## src/rtl/adder_tree_pkg.sv

```systemverilog
// Shared definitions for the adder tree datapath and its operand feeder.
//   - default width constants (also used by the adder tree modules)
//   - feeder FSM state encoding
//   - latency counter width (covers TREE_LATENCY 1..15)
package adder_tree_pkg;

  localparam int AT_ADDER_WIDTH  = 48;
  localparam int AT_NUM_OPS      = 8;
  localparam int AT_TREE_LATENCY = 2;
  localparam int AT_LAT_CTR_W    = 4;

  typedef enum logic [1:0] {
    ST_FILL   = 2'd0,
    ST_LAUNCH = 2'd1,
    ST_WAIT   = 2'd2,
    ST_HOLD   = 2'd3
  } feeder_state_e;

endpackage

```

## src/rtl/adder_tree_latency_ctr.sv

```systemverilog
// Loadable down-counter with zero flag; times the adder tree latency.
//   clk, rst_n : clock, async active-low reset
//   load       : load load_val (has priority over dec)
//   load_val   : value to load
//   dec        : decrement by one, saturating at zero
//   zero       : counter value is zero
module adder_tree_latency_ctr
  import adder_tree_pkg::*;
#(
  parameter int CW = AT_LAT_CTR_W
) (
  input  logic          clk,
  input  logic          rst_n,
  input  logic          load,
  input  logic [CW-1:0] load_val,
  input  logic          dec,
  output logic          zero
);

  logic [CW-1:0] cnt_q, cnt_d;

  always_comb begin
    cnt_d = cnt_q;
    if (load)                    cnt_d = load_val;
    else if (dec && cnt_q != '0) cnt_d = cnt_q - 1'b1;
  end

  always_ff @(posedge clk or negedge rst_n) begin
    if (!rst_n) cnt_q <= '0;
    else        cnt_q <= cnt_d;
  end

  assign zero = (cnt_q == '0);

endmodule

```

## src/rtl/adder_tree_feeder.sv

```systemverilog
// Collects NUM_OPS operands from a valid/ready stream, presents them packed
// to an external adder tree with a one-cycle launch pulse, waits
// TREE_LATENCY cycles, captures the tree result and offers it on a
// valid/ready result port.
//   in_valid/in_ready/in_data   : operand stream (first word = operand 0)
//   isum                        : packed operands, operand k at [k*ADDER_WIDTH +: ADDER_WIDTH]
//   launch                      : one-cycle pulse, isum complete
//   tree_sum                    : tree result, sampled TREE_LATENCY cycles after launch
//   res_valid/res_ready/res_data: captured result handshake
module adder_tree_feeder
  import adder_tree_pkg::*;
#(
  parameter int ADDER_WIDTH  = AT_ADDER_WIDTH,
  parameter int NUM_OPS      = AT_NUM_OPS,
  parameter int TREE_LATENCY = AT_TREE_LATENCY,
  parameter int RES_W        = ADDER_WIDTH + 1
) (
  input  logic                           clk,
  input  logic                           rst_n,
  input  logic                           in_valid,
  output logic                           in_ready,
  input  logic [ADDER_WIDTH-1:0]         in_data,
  output logic [NUM_OPS*ADDER_WIDTH-1:0] isum,
  output logic                           launch,
  input  logic [RES_W-1:0]               tree_sum,
  output logic                           res_valid,
  input  logic                           res_ready,
  output logic [RES_W-1:0]               res_data
);

  localparam int IDX_W = (NUM_OPS > 1) ? $clog2(NUM_OPS) : 1;
  localparam logic [IDX_W-1:0]        IDX_LAST = IDX_W'(NUM_OPS - 1);
  localparam logic [AT_LAT_CTR_W-1:0] LAT_LOAD = AT_LAT_CTR_W'(TREE_LATENCY - 1);

  feeder_state_e state_q, state_d;
  logic [IDX_W-1:0] idx_q, idx_d;
  logic [NUM_OPS-1:0][ADDER_WIDTH-1:0] slot_q, slot_d;
  logic [RES_W-1:0] res_data_q, res_data_d;
  logic in_ready_q, in_ready_d;
  logic ctr_load, ctr_dec, ctr_zero;
  logic accept;

  assign accept = in_valid & in_ready_q;

  always_comb begin
    state_d    = state_q;
    idx_d      = idx_q;
    slot_d     = slot_q;
    res_data_d = res_data_q;
    ctr_load   = 1'b0;
    ctr_dec    = 1'b0;
    unique case (state_q)
      ST_FILL: begin
        if (accept) begin
          slot_d[idx_q] = in_data;
          if (idx_q == IDX_LAST) begin
            idx_d   = '0;
            state_d = ST_LAUNCH;
          end else begin
            idx_d = idx_q + 1'b1;
          end
        end
      end
      ST_LAUNCH: begin
        ctr_load = 1'b1;
        state_d  = ST_WAIT;
      end
      ST_WAIT: begin
        if (ctr_zero) begin
          res_data_d = tree_sum;
          state_d    = ST_HOLD;
        end else begin
          ctr_dec = 1'b1;
        end
      end
      ST_HOLD: begin
        if (res_ready) state_d = ST_FILL;
      end
      default: state_d = ST_FILL;
    endcase
    // Registered from the next state so ready stays low through reset and
    // rises on the first edge after it.
    in_ready_d = (state_d == ST_FILL);
  end

  always_ff @(posedge clk or negedge rst_n) begin
    if (!rst_n) begin
      state_q    <= ST_FILL;
      idx_q      <= '0;
      slot_q     <= '0;
      res_data_q <= '0;
      in_ready_q <= 1'b0;
    end else begin
      state_q    <= state_d;
      idx_q      <= idx_d;
      slot_q     <= slot_d;
      res_data_q <= res_data_d;
      in_ready_q <= in_ready_d;
    end
  end

  adder_tree_latency_ctr #(.CW(AT_LAT_CTR_W)) u_lat_ctr (
    .clk      (clk),
    .rst_n    (rst_n),
    .load     (ctr_load),
    .load_val (LAT_LOAD),
    .dec      (ctr_dec),
    .zero     (ctr_zero)
  );

  assign in_ready  = in_ready_q;
  assign isum      = slot_q;
  assign launch    = (state_q == ST_LAUNCH);
  assign res_valid = (state_q == ST_HOLD);
  assign res_data  = res_data_q;

endmodule

```

## config.mk

```make
export PLATFORM = sky130hd
export DESIGN_NAME = adder_tree_feeder
export DESIGN_NICKNAME = d
export VERILOG_FILES = /design/src/rtl/adder_tree_pkg.sv /design/src/rtl/adder_tree_latency_ctr.sv /design/src/rtl/adder_tree_feeder.sv
export SDC_FILE = /design/constraint.sdc
export NUM_CORES = 1
export LEC_CHECK = 0
export ABC_AREA = 1
export BUFFER_PORTS_ARGS = -buffer_cell sky130_fd_sc_hd__buf_2
export CAP_MARGIN = 20
export CORE_UTILIZATION = 25
export CTS_BUF_LIST = sky130_fd_sc_hd__clkbuf_8
export DETAILED_ROUTE_END_ITERATION = 7
export PLACE_DENSITY = 0.41
export SKIP_LAST_GASP = 1
export SLEW_MARGIN = 5
export SYNTH_ARGS = -nofsm -noshare
export SYNTH_HDL_FRONTEND = slang
export SYNTH_SLANG_ARGS = --single-unit
```

## constraint.sdc

```tcl
create_clock -name clk -period 2.62 [get_ports clk]
set_clock_uncertainty 0.2 [all_clocks]
set_input_delay 0 -clock clk [delete_from_list [all_inputs] [get_ports clk]]
set_output_delay 0 -clock clk [all_outputs]
set_load 0.01 [all_outputs]
```

==> metrics.yaml, run 1 <==
yosys_most_used_dff: "dfrtp_1"
synth_sequential_area_ratio_pct: 68.2
tritoncts: "built"
fillCellCount: 6634
cp-start-kind: "flip-flop"
dieWidth_um: 257
finalWeightedCongestion: 0.779
grt_antenna_before_repair: 1
post_cts.resized_instances: 0
run_status: "completed"
nNetsFinal: 2395
numPlacedInstances: 2905
min_period_over_period_pct: 84.2
synth-edff-count: 0
track_usage_pct: 17.4
finalSetupViolations: 0
total_core_area_um2: 64300
asyncSetResetFlopFracSynth_pct: 100
port-buffer-count: 536
globalRoute.totalOverflow: 0
setup-tns-final_ns: 0
p_leak_nw: 12.5
grt_start_max_net_pins: 99
critical_path.cell_chain: "inv_1 > nand2_2 > nor2_4 > nand2_1 > nand3_1 > dlygate4sd3_1 > nor2_1"
floorplan.rows: 93
synth.top_cells.by_count: "nand2_1, dfrtp_1, o21ai_0"
post_synth_instance_area_um2: 16300
dp_hpwl_um: 37700
postRouteAntennaNets: 0
timing.hold.ws_ns: 0.0900
drt_wl_total_um: 57100
unique_cell_type_count_in_the_yosys_netlist: 20
wire_per_inst_um: 17.8
crit_required_ns: 2.96
clock_latency_ns: 0.64
synth_warnings: 0
power.total_mw: 26.2
avgViaCountPerCell: 4.24
final_cell_count_no_fill: 3208
syn_avg_cell_area_um2: 10.3
cts_h_tree_lvls: 3
syn_to_final_growth_pct: 41.3
synth_top_area_share_pct: 68.2
drt_first_pass_iters: 6
critical_path.startpoint: "state_q[0]$_DFF_PN0_"
synthMostInstantiatedCell: "nand2_1"
critical_path_buf_inv_count: 2
min-delay-path-class: "in -> reg"
finalWorstPathRequiredPeriod_ns: 2.21
mappedNetlistNets: 1679
power_per_cell_area_nw_per_um2: 1140
cts_root_buf: "clkbuf_8"
critPathSlowestCell: "dlygate4sd3_1"
first_pass_grt_wire_length_um: 87500
synth_seq_cells: 443
hold_start: "in_data[12]"
drive_above_1_share_pct: 29.5
die_h_um: 257
vdd.ir_drop.worst_mv: 0.451
rsz0062_at_grt: "false"
drtIter0Drc: 959
cts_made_buffers: 82
number_of_global_route_vias_before_repair: 13942
vias: 13599
timing.critical_path.max_delay_family: "simple AND/OR/NAND/NOR gates"
final_routed_drc_violation_total: 0
yosys.area.top_type: "dfrtp_1"
start_util_pct: 25.3
crit_arrival_ns: 2.54
crit_type: "reg -> reg"
cp_slowest_stage_delay_ns: 0.57
r2r_start: "state_q[0]$_DFF_PN0_"
timing.fmax_mhz: 453
num_io_pins: 537
floorplan.die_area_um2: 66100
crit_fanout: 15
max_slew_margin_pct: 52.8
cts.sinks: 443
max_cap_violation_count: 0
finalHoldViolCount: 0
final_max_slew_viol_count: 0
clock_slew_seen_by_the_registers_of_the_worst_setup_and_hold_paths_ns: 0.06
cts.path.max_buffers: 3
setup.worst_path.end_class: "flip-flop"
tightestPinTransition_ns: 0.708
synth_cells: 1574
synth_area_leaders: "dfrtp_1, nand2_1, o21ai_0, o21ai_1, inv_1"
-- worst min-delay path: stages --
cell           delay (ns)
dlygate4sd3_1        0.52
buf_2                0.09
inv_1                0.13
o21ai_1              0.16
-- per-layer routing --
layer | global-route usage [%] | share of wire, % | vias up
li1 | - | - | 6513
met5 | 0 | 0 | -
met3 | 5.10 | 7.1 | 89
met1 | 21.9 | 43 | 6535
met2 | 27.8 | 47 | 462
met4 | 7.11 | 2.9 | 0
-- area by class of cell --
cell class	count	area [um2]	share of cell area, %
Clock buffer	104	1430	6.23
Multi-Input combinational cell	928	4160	18.1
Timing Repair Buffer	723	4620	20.1
Antenna cell	3	7.51	0.0327
Sequential cell	443	11100	48.2
Clock inverter	40	198	0.860
Tap cell	855	1070	4.65
Inverter	112	420	1.83
-- report_power, final --
| part | leakage (nW) | switching, mW | internal (mW) |
|---|---|---|---|
| registers | 5.99 | 1.50 | 9.67 |
| clock network | 0.949 | 2.98 | 3.58 |
| logic | 5.58 | 5.09 | 3.40 |
-- cells by family (layout without fill, tap and decap cells) --
group,count (synthesis),in the layout,share of synthesized area (%)
and+or+nand+nor,483,483,11.4
buffers and inverters,203,979,6.49
xor gates and xnor gates,1,1,0.0539
DFF,443,443,68.2
adders and majority gates,4,4,0.308
AOI/OAI and AO/OA,440,440,13.5
other,0,3,0
-- worst paths after layout --
kind | endpoint | slack, ns | cells after the start
setup / recovery | in_ready$_DFF_PN0_ | 0.41 | 7
hold / removal | isum[12]$_DFFE_PN0P_ | 0.09 | 4
setup reg to reg | in_ready$_DFF_PN0_ | 0.41 | 7
hold reg to reg | isum[362]$_DFFE_PN0P_ | 0.28 | 2
max in group asynchronous | idx_q[1]$_DFFE_PN0P_ | 1.08 | 6
min in group asynchronous | isum[65]$_DFFE_PN0P_ | 0.33 | 4
-- through the flow --
step,util (%),setup WS (ns),area (um2)
floorplan,-,1.01,16300
global placement,30.7,0.574,19800
detailed placement,30.7,0.560,19800
CTS,35.7,0.383,23000
global route,35.7,0.233,23000
finish,35.7,0.413,23000
-- what timing repair did --
item                      4_1_cts  5_1_grt
hold endpoints to repair      882        0
setup buffers                   0        0
hold buffers                  156        0
-- state kept, by name (all words and copies together) (netlist names) --
| signal | cells |
|---|---|
| isum | 384 |
| res_data | 49 |
| u_lat_ctr.cnt_q | 4 |
| idx_q | 3 |
| state_q | 2 |
| in_ready | 1 |
-- cell usage in the layout (no fill, tap or decap) --
master / count
buf_2: 535
nand2_1: 454
dfrtp_1: 443
o21ai_0: 341
dlygate4sd3_1: 155
inv_1: 142
clkbuf_8: 104
o21ai_1: 98
buf_4: 22
nor2_1: 12
buf_12: 9
nand2_4: 8
nand3_1: 4
ha_1: 4
clkinv_2: 4
diode_2: 3
inv_8: 3
clkinvlp_4: 2
nand2_2: 1
nor2_4: 1
nand3_2: 1
a21oi_1: 1
xor2_1: 1
or2_2: 1
nand4_1: 1
inv_12: 1
buf_16: 1
buf_8: 1
(Power assumes the default switching activity.)
==> inputs of run 2 (changes only) <==
==> constraint.sdc (replaced) <==
create_clock -name clk -period 2.3 [get_ports clk]
set_clock_uncertainty 0.2 [all_clocks]
set_input_delay 0 -clock clk [delete_from_list [all_inputs] [get_ports clk]]
set_output_delay 0 -clock clk [all_outputs]
set_load 0.01 [all_outputs]
==> run 2 against run 1 <==
Hold slack worse by 0.0070 ns. Clock-buffer cell count is 6 lower. Clock power is 11% higher. Total power is 13% higher. Sequential share of layout area is 0.28 points higher. Via count is 1.1% lower. First-iteration DRC count is 0.63% lower. Largest cell class unchanged.
==> metrics.yaml, run 2 (synthesized netlist as in run 1, its figures left out) <==
number_of_global_route_vias_before_repair: 13661  # was 13942
power.switching_mw: 10.9  # was 9.58 mW
p_leak_nw: 12.4  # was 12.5 nW
cts.path.max_buffers: 3  # unchanged
timing.rr.end: "isum[292]$_DFFE_PN0P_"  # was in_ready$_DFF_PN0_
cts_made_buffers: 82  # unchanged
final_cell_mix: "buf_2, nand2_1, dfrtp_1, o21ai_0, dlygate4sd3_1"  # unchanged
critical_path.cell_chain: "inv_1 > nand2_2 > nor2_4 > buf_4 > nand2_4 > buf_4 > nand2_1 > o21ai_0"  # was inv_1 > nand2_2 > nor2_4 > nand2_1 > nand3_1 > dlygate4sd3_1 > nor2_1
cts_h_tree_lvls: 3  # unchanged
grt_antenna_before_repair: 3  # was 1
final_routed_drc_violation_total: 0  # unchanged
num_io_pins: 537  # unchanged
pwr-share-clk_pct: 24.5  # was 25.0%
total_core_area_um2: 64300  # unchanged
power_per_cell_area_nw_per_um2: 1300  # was 1140 nW/um2
rsz0062_at_grt: "false"  # unchanged
area_used_by_multi_input_combinational_logic_um2: 4160  # unchanged
drt_wl_total_um: 56500  # was 57100 um
final_cell_count_no_fill: 3191  # was 3208
timing.fmax_mhz: 493  # was 453 MHz
worst_path_most_repeated_cell: "buf_4"
layout_commonest_cell: "buf_2"  # unchanged
max_cap_violation_count: 0  # unchanged
setup-tns-final_ns: 0  # unchanged
cts.sinks: 443  # unchanged
cp-start-kind: "flip-flop"  # unchanged
numPlacedInstances: 2905  # unchanged
holdPathStages: 4  # unchanged
avgViaCountPerCell: 4.22  # was 4.24
nNetsFinal: 2392  # was 2395
cts_root_buf: "clkbuf_8"  # unchanged
combPwrFrac_pct: 32.7  # was 32.4%
die_h_um: 257  # unchanged
crit_type: "reg -> reg"  # unchanged
grt_start_max_net_pins: 97  # was 99
floorplan.die_area_um2: 66100  # unchanged
crit_required_ns: 2.58  # was 2.96 ns
drtIter0Drc: 953  # was 959
final_max_slew_viol_count: 0  # unchanged
power.switching_fraction_pct: 36.6  # was 36.5%
seqCellArea_um2: 11100  # unchanged
setup.worst_path.end_class: "flip-flop"  # unchanged
dp_hpwl_um: 37600  # was 37700 um
post_cts.resized_instances: 0  # unchanged
finalHoldViolCount: 0  # unchanged
globalRoute.totalOverflow: 0  # unchanged
run_status: "completed"  # unchanged
track_usage_pct: 17.1  # was 17.4%
regToRegSetupSlack_ns: 0.27  # was 0.41 ns
p_seq_share_pct: 42.8  # was 42.6%
clock_latency_ns: 0.64  # about the same
crit_fanout: 50  # was 15
min-delay-path-class: "in -> reg"  # unchanged
finalWorstPathRequiredPeriod_ns: 2.03  # was 2.21 ns
syn_to_final_growth_pct: 40.5  # was 41.3%
first_pass_grt_wire_length_um: 86200  # was 87500 um
drt_first_pass_iters: 5  # was 6
dieWidth_um: 257  # unchanged
power.total_mw: 29.7  # was 26.2 mW
drive_above_1_share_pct: 29.6  # was 29.5%
postRouteAntennaNets: 0  # unchanged
min_period_over_period_pct: 88.1  # was 84.2%
fillCellCount: 6607  # was 6634
tightestPinTransition_ns: 0.692  # was 0.708 ns
finalWeightedCongestion: 0.778  # was 0.779
vias: 13452  # was 13599
hold_start: "in_data[3]"  # was in_data[12]
holdPathEnd: "isum[291]$_DFFE_PN0P_"  # was isum[12]$_DFFE_PN0P_
critPathSlowestCell: "dfrtp_1"  # was dlygate4sd3_1
tritoncts: "built"  # unchanged
wire_per_inst_um: 17.7  # was 17.8 um
timing.hold.ws_ns: 0.0830  # was 0.0900 ns
r2r_start: "state_q[1]$_DFF_PN0_"  # was state_q[0]$_DFF_PN0_
crit_arrival_ns: 2.31  # was 2.54 ns
cp_slowest_stage_delay_ns: 0.40  # was 0.57 ns
floorplan.rows: 93  # unchanged
largest_register_ffs: 384  # unchanged
finalSetupViolations: 0  # unchanged
total_internal_power_mw: 18.9  # was 16.6 mW
clock_slew_seen_by_the_registers_of_the_worst_setup_and_hold_paths_ns: 0.06  # about the same
start_util_pct: 25.3  # unchanged
r2r.worst_path.cells: 8  # was 7
max_slew_margin_pct: 53.9  # was 52.8%
utilization_pct: 35.5  # was 35.7%
vdd.ir_drop.worst_mv: 0.568  # was 0.451 mV
port-buffer-count: 536  # unchanged
[run 2: worst max-delay path by stage]
stage | start | to | slack [ns] | cells past startpoint
after CTS | state_q[1]$_DFF_PN0_ | isum[292]$_DFFE_PN0P_ | 0.24 | 8
after detailed placement | state_q[1]$_DFF_PN0_ | isum[292]$_DFFE_PN0P_ | 0.26 | 8
after global routing | state_q[0]$_DFF_PN0_ | isum[296]$_DFFE_PN0P_ | 0.09 | 8
after global placement | state_q[0]$_DFF_PN0_ | isum[310]$_DFFE_PN0P_ | 0.28 | 8
after floorplan | u_lat_ctr.cnt_q[0]$_DFFE_PN0P_ | res_data[37]$_DFFE_PN0P_ | 0.69 | 7
final | state_q[1]$_DFF_PN0_ | isum[292]$_DFFE_PN0P_ | 0.27 | 8
[run 2: power by group through the flow]
stage	combinational, mW	sequential [mW]	clock (mW)
6_report	9.73	12.7	7.28
5_1_grt	10.9	13.2	7.96
4_1_cts	9.93	12.7	7.61
3_5_place_dp	9.73	12.8	0
3_3_place_gp	9.62	12.7	0
2_1_floorplan	3.01	14.2	0
[run 2: metrics by stage]
step / worst slack [ns] / cell area (um2)
6_report: 0.273 / 22900
5_1_grt: 0.0879 / 22900
2_1_floorplan: 0.694 / 16300
3_5_place_dp: 0.258 / 19800
4_1_cts: 0.237 / 22900
3_3_place_gp: 0.283 / 19800
[run 2: layout make-up]
class	count	area share, %
Multi-Input combinational cell	928	18.2
Clock inverter	34	0.892
Timing Repair Buffer	720	20.0
Antenna cell	1	0.0109
Clock buffer	98	5.90
Tap cell	855	4.68
Inverter	112	1.84
Sequential cell	443	48.5
[run 2: critical path, delay by kind of cell, from the launching register on]
family                 cells  cell delay, ns
AOI/OAI and AO/OA          1            0.09
buffers and inverters      3            0.54
and+or+nand+nor            4            0.58
DFF                        1            0.40
[run 2: per-layer routing]
metal,GRT usage (%),routed length (um),vias up
met5,0,0,-
met4,6.61,1590,0
met3,4.89,4350,80
met2,27.6,26400,465
met1,21.6,24100,6412
li1,-,-,6495
[run 2: what timing repair did]
action / CTS / global route
endpoints found under the hold margin: 882 / 0
setup buffers: 0 / 0
hold buffers: 153 / 0
==> inputs of run 3 (changes only) <==
==> constraint.sdc (replaced) <==
create_clock -name clk -period 2.5 [get_ports clk]
set_clock_uncertainty 0.2 [all_clocks]
set_input_delay 0 -clock clk [delete_from_list [all_inputs] [get_ports clk]]
set_output_delay 0 -clock clk [all_outputs]
set_load 0.01 [all_outputs]
==> run 3 against run 2 <==
Combinational power is 8.6% lower. Total power is 7.1% lower. Setup slack worse by 0.025 ns. Register-to-register slack worse by 0.03 ns. Sequential power is 8% lower. Global-route usage is 0.067 points higher. Largest cell class unchanged. Wire length is 0.20% higher. Final cell count is 0.13% higher. Flip-flop and latch count stayed put. Fmax is 10% lower.
==> metrics.yaml, run 3 (synthesized netlist as in run 1, its figures left out) <==
finalWeightedCongestion: 0.773  # was 0.778
cts_root_buf: "clkbuf_8"  # unchanged
setup-tns-final_ns: 0  # unchanged
grt_antenna_before_repair: 3  # unchanged
final_max_slew_viol_count: 0  # unchanged
nNetsFinal: 2386  # was 2392
avgViaCountPerCell: 4.22  # about the same
drive_above_1_share_pct: 29.5  # was 29.6%
clock_latency_ns: 0.64  # about the same
layout_commonest_cell: "buf_2"  # unchanged
routed-wl-met2_um: 26500  # was 26400 um
cp-start-kind: "flip-flop"  # unchanged
min-delay-path-class: "in -> reg"  # unchanged
drt_first_pass_iters: 6  # was 5
rsz0062_at_grt: "false"  # unchanged
run_status: "completed"  # unchanged
crit_arrival_ns: 2.57  # was 2.31 ns
timing.critical_path.max_delay_family: "buffers and inverters"  # was simple AND/OR/NAND/NOR gates
final_cell_mix: "buf_2, nand2_1, dfrtp_1, o21ai_0, dlygate4sd3_1"  # unchanged
finalHoldViolCount: 0  # unchanged
max_slew_margin_pct: 54.4  # was 53.9%
critical_path_buf_inv_count: 3  # unchanged
floorplan.die_area_um2: 66100  # unchanged
tritoncts: "built"  # unchanged
post_cts.resized_instances: 0  # unchanged
final_routed_drc_violation_total: 0  # unchanged
max_cap_violation_count: 0  # unchanged
worst-path-stages: 8  # unchanged
cp_slowest_stage_delay_ns: 0.56  # was 0.40 ns
finalWorstPathRequiredPeriod_ns: 2.25  # was 2.03 ns
p_leak_nw: 12.5  # was 12.4 nW
critPathSlowestCell: "dlygate4sd3_1"  # was dfrtp_1
crit_required_ns: 2.82  # was 2.58 ns
crit_type: "reg -> reg"  # unchanged
min_period_over_period_pct: 90.1  # was 88.1%
post_cts_buffers: 0  # unchanged
cts_h_tree_lvls: 3  # unchanged
port-buffer-count: 536  # unchanged
track_usage_pct: 17.2  # was 17.1%
tightestPinTransition_ns: 0.684  # was 0.692 ns
r2r.worst_path.cells: 8  # unchanged
power_per_cell_area_nw_per_um2: 1210  # was 1300 nW/um2
finalSetupViolations: 0  # unchanged
globalRoute.totalOverflow: 0  # unchanged
dp_hpwl_um: 37500  # was 37600 um
wire_per_inst_um: 17.7  # about the same
setup.worst_path.end_class: "flip-flop"  # unchanged
vdd.ir_drop.worst_mv: 0.477  # was 0.568 mV
cts_made_buffers: 80  # was 82
largest_register_ffs: 384  # unchanged
first_pass_grt_wire_length_um: 86600  # was 86200 um
highest_layer: "met4"  # unchanged
num_io_pins: 537  # unchanged
syn_to_final_growth_pct: 40.8  # was 40.5%
dieWidth_um: 257  # unchanged
holdPathStages: 4  # unchanged
drtIter0Drc: 930  # was 953
floorplan.rows: 93  # unchanged
timing.hold.ws_ns: 0.0952  # was 0.0830 ns
die_h_um: 257  # unchanged
timing.fmax_mhz: 444  # was 493 MHz
holdBufCountCts: 153  # unchanged
detailroute.wirelength.met3_um: 4200  # was 4350 um
clock_slew_seen_by_the_registers_of_the_worst_setup_and_hold_paths_ns: 0.06  # about the same
vias: 13473  # was 13452
total_core_area_um2: 64300  # unchanged
start_util_pct: 25.3  # unchanged
routedLengthMet1_um: 24100  # about the same
drt_wl_total_um: 56600  # was 56500 um
crit_fanout: 8  # was 50
postRouteAntennaNets: 0  # unchanged
grt_start_max_net_pins: 99  # was 97
cts.path.max_buffers: 3  # unchanged
number_of_global_route_vias_before_repair: 13735  # was 13661
cts.sinks: 443  # unchanged
critical_path.cell_chain: "inv_1 > nand2_2 > nor2_4 > buf_4 > nand2_1 > nand3_1 > dlygate4sd3_1 > nor2_1"  # was inv_1 > nand2_2 > nor2_4 > buf_4 > nand2_4 > buf_4 > nand2_1 > o21ai_0
-- run 3: cell type report --
| cell class | count | area (um2) |
|---|---|---|
| diodes | 1 | 2.50 |
| clock buffers | 102 | 1400 |
| clock inverters | 38 | 241 |
| fillers | 6708 | 41500 |
| inverters | 112 | 420 |
| multi-input cells | 928 | 4160 |
| flip-flops and latches | 443 | 11100 |
| well taps | 855 | 1070 |
| repair buffers | 716 | 4510 |
-- run 3: report_power, final --
group,internal (mW),switching (mW),total [mW],leakage (nW)
sequential,10.1,1.57,11.7,5.99
clock,3.96,3.07,7.03,0.948
combinational,3.55,5.34,8.89,5.54
-- run 3: stage by stage --
| step | power, mW | utilization [%] | setup WS, ns | instances | cell area [um2] |
|---|---|---|---|---|---|
| after floorplan | 15.9 | - | 0.894 | 1574 | 16300 |
| after global placement | 20.5 | 30.6 | 0.467 | 2901 | 19700 |
| after detailed placement | 20.6 | 30.6 | 0.421 | 2901 | 19700 |
| after CTS | 28.1 | 35.6 | 0.196 | 3194 | 22900 |
| after global routing | 29.6 | 35.6 | 0.124 | 3195 | 22900 |
| final | 27.6 | 35.6 | 0.248 | 3195 | 22900 |
-- run 3: path summary, 6_finish.rpt --
kind | from | to | slack, ns
worst min register to register | isum[323]$_DFFE_PN0P_ | isum[323]$_DFFE_PN0P_ | 0.27
worst max-delay path | state_q[0]$_DFF_PN0_ | in_ready$_DFF_PN0_ | 0.25
max in group asynchronous | rst_n | isum[249]$_DFFE_PN0P_ | 0.87
min in group asynchronous | rst_n | isum[70]$_DFFE_PN0P_ | 0.30
worst min-delay path | in_data[8] | isum[104]$_DFFE_PN0P_ | 0.1
worst max register to register | state_q[0]$_DFF_PN0_ | in_ready$_DFF_PN0_ | 0.25
-- run 3: routing by layer --
layer	global-route usage, %	vias up
met5	0	-
met4	7.31	0
met3	4.93	98
met2	27.7	443
met1	21.4	6445
li1	-	6487
-- run 3: worst reg2reg max path, cell delays in order (launching register included) --
cell           delay (ns)
dfrtp_1              0.38
inv_1                0.10
nand2_2              0.08
nor2_4               0.37
buf_4                0.25
nand2_1              0.09
nand3_1              0.07
dlygate4sd3_1        0.56
nor2_1               0.05
